`src/rtl/ibex_pkg.sv`:
```
// Shared FPU operator encoding, bf16 constants and divider state type.
package ibex_pkg;

  typedef enum logic [1:0] {
    FP_ALU_ADD,
    FP_ALU_SUB,
    FP_ALU_MUL,
    FP_ALU_DIV
  } fp_alu_op_e;

  typedef enum logic [1:0] {
    IDLE,
    ITER,
    ROUND,
    DONE
  } fp_div_state_e;

  localparam logic [15:0] BF16_QNAN = 16'h7FC0;
  localparam logic [14:0] BF16_INF  = 15'h7F80;
  localparam logic [7:0]  BF16_BIAS = 8'd127;

endpackage

```
`src/rtl/FP_Class.sv`:
```
// bf16 operand classifier (magnitude bits only); subnormals report as zero.
module FP_Class (
  input  logic [14:0] op_i,
  output logic        is_zero_o,
  output logic        is_inf_o,
  output logic        is_nan_o
);

  logic exp_zero;
  logic exp_max;
  logic man_zero;

  assign exp_zero  = (op_i[14:7] == 8'h00);
  assign exp_max   = (op_i[14:7] == 8'hFF);
  assign man_zero  = (op_i[6:0] == 7'h00);

  assign is_zero_o = exp_zero;
  assign is_inf_o  = exp_max & man_zero;
  assign is_nan_o  = exp_max & ~man_zero;

endmodule

```
`src/rtl/fp_div_step.sv`:
```
// One restoring division step: compare, conditionally subtract, shift left.
module fp_div_step (
  input  logic [8:0] rem_i,
  input  logic [7:0] sb_i,
  output logic [8:0] rem_o,
  output logic       q_o
);

  logic [8:0] diff;

  always_comb begin
    q_o   = (rem_i >= {1'b0, sb_i});
    diff  = q_o ? (rem_i - {1'b0, sb_i}) : rem_i;
    rem_o = diff << 1;
  end

endmodule

```
`src/rtl/fp_div_iter.sv`:
```
// Iterative bf16 divider C = A / B with RNE rounding, valid/ready handshake and kill.
module fp_div_iter
  import ibex_pkg::*;
#(
  parameter int unsigned RADIX_LOG2 = 1
) (
  input  logic        clk_i,
  input  logic        rst_ni,
  input  fp_alu_op_e  operator_i,
  input  logic        valid_i,
  output logic        ready_o,
  input  logic [15:0] A_i,
  input  logic [15:0] B_i,
  input  logic        kill_i,
  output logic        valid_o,
  input  logic        ready_i,
  output logic [15:0] C_o,
  output logic        dz_o
);

  localparam int unsigned QW       = 10;
  localparam int unsigned ITERS    = QW / RADIX_LOG2;
  localparam logic [3:0]  CNT_INIT = 4'(ITERS - 1);

  fp_div_state_e      state_q, state_d;
  logic [3:0]         cnt_q, cnt_d;
  logic [8:0]         rem_q, rem_d;
  logic [QW-1:0]      q_q, q_d;
  logic [7:0]         sb_q, sb_d;
  logic signed [9:0]  exp_q, exp_d;
  logic               sign_q, sign_d;
  logic [15:0]        c_q, c_d;
  logic               dz_q, dz_d;
  logic               ready_q, valid_q;

  logic a_zero, a_inf, a_nan;
  logic b_zero, b_inf, b_nan;

  FP_Class u_class_a (.op_i(A_i[14:0]), .is_zero_o(a_zero), .is_inf_o(a_inf), .is_nan_o(a_nan));
  FP_Class u_class_b (.op_i(B_i[14:0]), .is_zero_o(b_zero), .is_inf_o(b_inf), .is_nan_o(b_nan));

  // RADIX_LOG2 restoring steps chained per cycle; earlier step yields the more significant bit.
  logic [RADIX_LOG2:0][8:0]  rem_chain;
  logic [RADIX_LOG2-1:0]     qbits;

  assign rem_chain[0] = rem_q;

  for (genvar k = 0; k < RADIX_LOG2; k++) begin : g_step
    fp_div_step u_step (
      .rem_i (rem_chain[k]),
      .sb_i  (sb_q),
      .rem_o (rem_chain[k+1]),
      .q_o   (qbits[RADIX_LOG2-1-k])
    );
  end

  // Special-case detection on the live operands, first match wins.
  logic        in_sign;
  logic        spec_hit;
  logic        spec_dz;
  logic [15:0] spec_res;

  always_comb begin
    in_sign  = A_i[15] ^ B_i[15];
    spec_hit = 1'b1;
    spec_dz  = 1'b0;
    spec_res = 16'h0000;
    if (a_nan || b_nan || (a_inf && b_inf) || (a_zero && b_zero)) begin
      spec_res = BF16_QNAN;
    end else if (a_inf) begin
      spec_res = {in_sign, BF16_INF};
    end else if (b_zero) begin
      spec_res = {in_sign, BF16_INF};
      spec_dz  = 1'b1;
    end else if (b_inf || a_zero) begin
      spec_res = {in_sign, 15'h0000};
    end else begin
      spec_hit = 1'b0;
    end
  end

  // Normalise the quotient, round to nearest even, then range-check the exponent.
  logic [6:0]        mant;
  logic              guard;
  logic              sticky;
  logic [7:0]        mant_r;
  logic signed [9:0] e_adj;
  logic signed [9:0] e_fin;
  logic [15:0]       round_res;

  always_comb begin
    if (q_q[9]) begin
      mant   = q_q[8:2];
      guard  = q_q[1];
      sticky = q_q[0] | (rem_q != 9'd0);
      e_adj  = exp_q;
    end else begin
      mant   = q_q[7:1];
      guard  = q_q[0];
      sticky = (rem_q != 9'd0);
      e_adj  = exp_q - 10'sd1;
    end
    mant_r = {1'b0, mant} + 8'(guard & (sticky | mant[0]));
    e_fin  = mant_r[7] ? (e_adj + 10'sd1) : e_adj;
    if (e_fin >= 10'sd255) begin
      round_res = {sign_q, BF16_INF};
    end else if (e_fin <= 10'sd0) begin
      round_res = {sign_q, 15'h0000};
    end else begin
      round_res = {sign_q, e_fin[7:0], mant_r[6:0]};
    end
  end

  always_comb begin
    state_d = state_q;
    cnt_d   = cnt_q;
    rem_d   = rem_q;
    q_d     = q_q;
    sb_d    = sb_q;
    exp_d   = exp_q;
    sign_d  = sign_q;
    c_d     = c_q;
    dz_d    = dz_q;
    case (state_q)
      IDLE: begin
        if (valid_i && (operator_i == FP_ALU_DIV)) begin
          sign_d = in_sign;
          exp_d  = 10'({2'b00, A_i[14:7]}) - 10'({2'b00, B_i[14:7]}) + 10'({2'b00, BF16_BIAS});
          sb_d   = {1'b1, B_i[6:0]};
          rem_d  = {2'b01, A_i[6:0]};
          q_d    = '0;
          cnt_d  = CNT_INIT;
          if (spec_hit) begin
            c_d     = spec_res;
            dz_d    = spec_dz;
            state_d = DONE;
          end else begin
            state_d = ITER;
          end
        end
      end
      ITER: begin
        rem_d = rem_chain[RADIX_LOG2];
        q_d   = {q_q[QW-1-RADIX_LOG2:0], qbits};
        if (cnt_q == 4'd0) begin
          state_d = ROUND;
        end else begin
          cnt_d = cnt_q - 4'd1;
        end
      end
      ROUND: begin
        c_d     = round_res;
        dz_d    = 1'b0;
        state_d = DONE;
      end
      DONE: begin
        if (ready_i) begin
          state_d = IDLE;
        end
      end
      default: state_d = IDLE;
    endcase
    if (kill_i && (state_q != IDLE)) begin
      state_d = IDLE;
    end
  end

  always_ff @(posedge clk_i or negedge rst_ni) begin
    if (!rst_ni) begin
      state_q <= IDLE;
      cnt_q   <= '0;
      rem_q   <= '0;
      q_q     <= '0;
      sb_q    <= '0;
      exp_q   <= '0;
      sign_q  <= 1'b0;
      c_q     <= 16'h0000;
      dz_q    <= 1'b0;
      ready_q <= 1'b1;
      valid_q <= 1'b0;
    end else begin
      state_q <= state_d;
      cnt_q   <= cnt_d;
      rem_q   <= rem_d;
      q_q     <= q_d;
      sb_q    <= sb_d;
      exp_q   <= exp_d;
      sign_q  <= sign_d;
      c_q     <= c_d;
      dz_q    <= dz_d;
      ready_q <= (state_d == IDLE);
      valid_q <= (state_d == DONE);
    end
  end

  assign ready_o = ready_q;
  assign valid_o = valid_q;
  assign C_o     = c_q;
  assign dz_o    = dz_q;

endmodule

```
`config.mk`:
```
export PLATFORM = sky130hd
export DESIGN_NAME = fp_div_iter
export DESIGN_NICKNAME = d
export VERILOG_FILES = /design/src/rtl/ibex_pkg.sv /design/src/rtl/FP_Class.sv /design/src/rtl/fp_div_step.sv /design/src/rtl/fp_div_iter.sv
export SDC_FILE = /design/constraint.sdc
export NUM_CORES = 1
export LEC_CHECK = 0
export BUFFER_PORTS_ARGS = -buffer_cell sky130_fd_sc_hd__buf_2
export CAP_MARGIN = 20
export CORE_MARGIN = 1
export CORE_UTILIZATION = 57
export CTS_BUF_LIST = sky130_fd_sc_hd__clkbuf_4
export CTS_CLUSTER_SIZE = 14
export DETAILED_ROUTE_END_ITERATION = 12
export PLACE_DENSITY_LB_ADDON = 0.15
export SKIP_CTS_REPAIR_TIMING = 1
export SYNTH_ARGS = -nofsm -noshare
export SYNTH_HDL_FRONTEND = slang
export SYNTH_SLANG_ARGS = --single-unit
export TNS_END_PERCENT = 20
```
`constraint.sdc`:
```
create_clock -name clk_i -period 8.1 [get_ports clk_i]
set_clock_uncertainty 0.1 [all_clocks]
set_input_delay 1.215 -clock clk_i [delete_from_list [all_inputs] [get_ports clk_i]]
set_output_delay 1.215 -clock clk_i [all_outputs]
set_load 0.01 [all_outputs]
```
==> impl_metrics.json <==
{
  "status": "complete, no violations",
  "p_per_area_nw_per_um2": 376,
  "design_area_um2": 5060,
  "nets": 661,
  "utilization": 0.655,
  "netlist_instances": 551,
  "cts_made_buffers": 9,
  "firstDrtPassIters": 4,
  "crit_fanout": 28,
  "place_ws_ns": 4.37,
  "hold_path.class": "reg2reg",
  "cts_root_buf": "clkbuf_4",
  "row_count": 32,
  "synth.net_count": 613,
  "worstHoldStart": "sb_q[7]$_DFFE_PN0P_",
  "grt_max_degree": 64,
  "hold-path-cell-count": 2,
  "num_vias": 4026,
  "worstPathArrival_ns": 3.93,
  "reg2reg_slack_ns": 4.41,
  "fin_crit_sh": 0.455,
  "min_to": "sb_q[7]$_DFFE_PN0P_",
  "die_h_um": 91.3,
  "io_buffers": 57,
  "worst-r2r-cell-count": 9,
  "cp-start-kind": "flop",
  "worstSetupPathType": "reg2reg",
  "syn-cell-area_um2": 4540,
  "setup_viol": 0,
  "start_util": 0.588,
  "grtUsageMet2": 0.414,
  "gr-max-usage-layer": "met2",
  "antenna_found_initial": 1,
  "vias_per_cell": 5.70,
  "tns_ns": 0,
  "period_minus_slack_ns": 3.69,
  "cts_tree": "yes",
  "placed_area_um2": 4890,
  "syn_to_final_growth_pct": 11.5,
  "n_antenna_cell": 0,
  "cts_buffer_depth": 2,
  "overflow": 0,
  "wl_mm": 9.88,
  "core_um2": 7730,
  "path_cells": "mux2i_1 -> nor4b_1 -> buf_4 -> and4_1 -> o221ai_1 -> mux2i_2 -> nand2_1 -> nor3_2 -> a32o_1",
  "cp-end-kind": "flop",
  "ir_worst_vdd_uv": 196,
  "ys_warn_count": 0,
  "worstPathRequired_ns": 8.35,
  "cap_violations": 0,
  "avgSynthCellArea_um2": 8.24,
  "htree_num_levels": 3,
  "die_area_um2": 8330,
  "relSlewSlack": 0.348,
  "seq_area_frac_synth": 0.347,
  "worstSkewPairLatency_ns": 0.40,
  "cts.sinks": 63,
  "postRouteAntennaNets": 0,
  "grt_usage": 0.255,
  "fmax_mhz": 271,
  "die_w_um": 91.3,
  "fin_ws_ns": 4.41,
  "synth_flop_cell": "dfrtp_1",
  "avgRoutedWirePerCell_um": 14.0,
  "grtUsageMet3": 0.0352,
  "worstMarginPinSlew_ns": 0.978,
  "grt_pass1_wl_mm": 17.3,
  "crit_path_top_delay_cell": "dfrtp_1",
  "finalWeightedCongestion": 0.854,
  "grt_pass1_vias": 3730,
  "use_met1": 0.356,
  "final-hold-violation-count": 0,
  "critPathMaxStageDelay_ns": 1.00,
  "p_leak_nw": 2.24,
  "synth_cell_types": 62,
  "detailedPlacementHpwl_mm": 7.44,
  "clk_pin_slew_worst_paths_ns": 0.12,
  "synth-seq-cells": 63,
  "async_flop_share": 1.00,
  "p_total_w": 0.00190,
  "route.detailed.drc": 0,
  "ios": 58,
  "drive_gt1_frac": 0.157,
  "drt_iter0_markers": 273,
  "synth-edff-count": 0,
  "reg2reg_to": "C_o[0]$_DFFE_PN0P_",
  "rsz0062_at_grt": "false",
  "timing.rr.start": "q_q[9]$_DFFE_PN0P_",
  "report.final.slew_viol_count": 0
}
-- worst max-delay path, delay by kind of cell, from the launching register on --
kind	cells	cell delay [ns]
and+or+nand+nor	4	1.16
DFF	1	1.00
muxes	2	0.70
AOI/OAI and AO/OA	2	0.45
buffers and inverters	1	0.23
-- cell type report --
| type | instances | area, um^2 |
|---|---|---|
| multi-input cells | 429 | 2740 |
| fillers | 699 | 2670 |
| flip-flops and latches | 63 | 1580 |
| repair buffers | 62 | 323 |
| inverters | 34 | 128 |
| well taps | 102 | 128 |
| clock inverters | 7 | 96.3 |
| clock buffers | 9 | 67.6 |
-- layer usage --
metal,share of wire,wire (um)
met1,0.48,4770
met4,0.0072,71
met2,0.46,4580
met3,0.046,455
met5,0,0
-- synth_stat cells (all sizes together), types with 9 or more instances --
cell type / number / area [um^2]
nor2: 40 / 150
xnor2: 24 / 210
o21ai: 45 / 225
inv: 34 / 128
xor2: 9 / 78.8
nor4: 14 / 87.6
ha: 21 / 263
dfrtp: 62 / 1550
nand2: 80 / 300
nand3: 12 / 60.1
a21oi: 28 / 140
nor2b: 9 / 56.3
nand4: 9 / 56.3
clkbuf: 19 / 71.3
or3: 12 / 75.1
nor3: 13 / 70.1
-- power by group --
| group | internal [W] | switching, W |
|---|---|---|
| clock | 0.000126 | 0.000123 |
| combinational | 0.000456 | 0.000581 |
| sequential | 0.000453 | 0.000163 |
-- cell usage in the layout, fill, tap and decap left out, types with 7 or more instances in the layout --
cell type and instances:
buf_2 57, nand4_1 9, a211oi_1 7, nor2_1 40, xnor2_1 24, nor4_1 14, nor2b_1 9, mux2i_1 7
or3_1 12, ha_1 21, nand3_1 12, nor3_1 11, o21ai_0 44, xor2_1 9, inv_1 34, clkbuf_4 9
a21oi_1 28, nand2_1 80, dfrtp_1 62
-- sequential cells by signal, indices dropped and copies added (netlist names) --
register and cells:
C_o 16, cnt_q 4, dz_o 1, exp_q 10, q_q 10, ready_o 1
rem_q 9, sb_q 8, sign_q 1, state_q 2, valid_o 1
-- through the flow --
| step | instances | hold WS (ns) |
|---|---|---|
| final | 706 | 0.366 |
| after global routing | 706 | 0.396 |
| after CTS | 705 | 0.368 |
| after detailed placement | 689 | 0.338 |
| after global placement | 689 | 0.339 |
| after floorplan | 551 | 0.318 |
-- kinds of logic after synthesis --
kind of cell | share of synthesized area
fa+ha+maj | 0.0667
flops | 0.347
mux | 0.0259
simple gates | 0.247
buf+inv | 0.0515
compound gates | 0.197
xor+xnor | 0.0637
-- worst max path at each step --
stage,from,endpoint,slack [ns],depth (start not counted)
floorplan,A_i[7],exp_q[7]$_DFFE_PN0P_,4.71,11
global placement,A_i[7],exp_q[7]$_DFFE_PN0P_,4.45,12
detailed placement,A_i[7],exp_q[7]$_DFFE_PN0P_,4.37,12
CTS,q_q[9]$_DFFE_PN0P_,C_o[0]$_DFFE_PN0P_,4.42,9
global route,q_q[9]$_DFFE_PN0P_,C_o[0]$_DFFE_PN0P_,4.11,9
finish,q_q[9]$_DFFE_PN0P_,C_o[0]$_DFFE_PN0P_,4.41,9
Power figures use the tool's default switching activity.
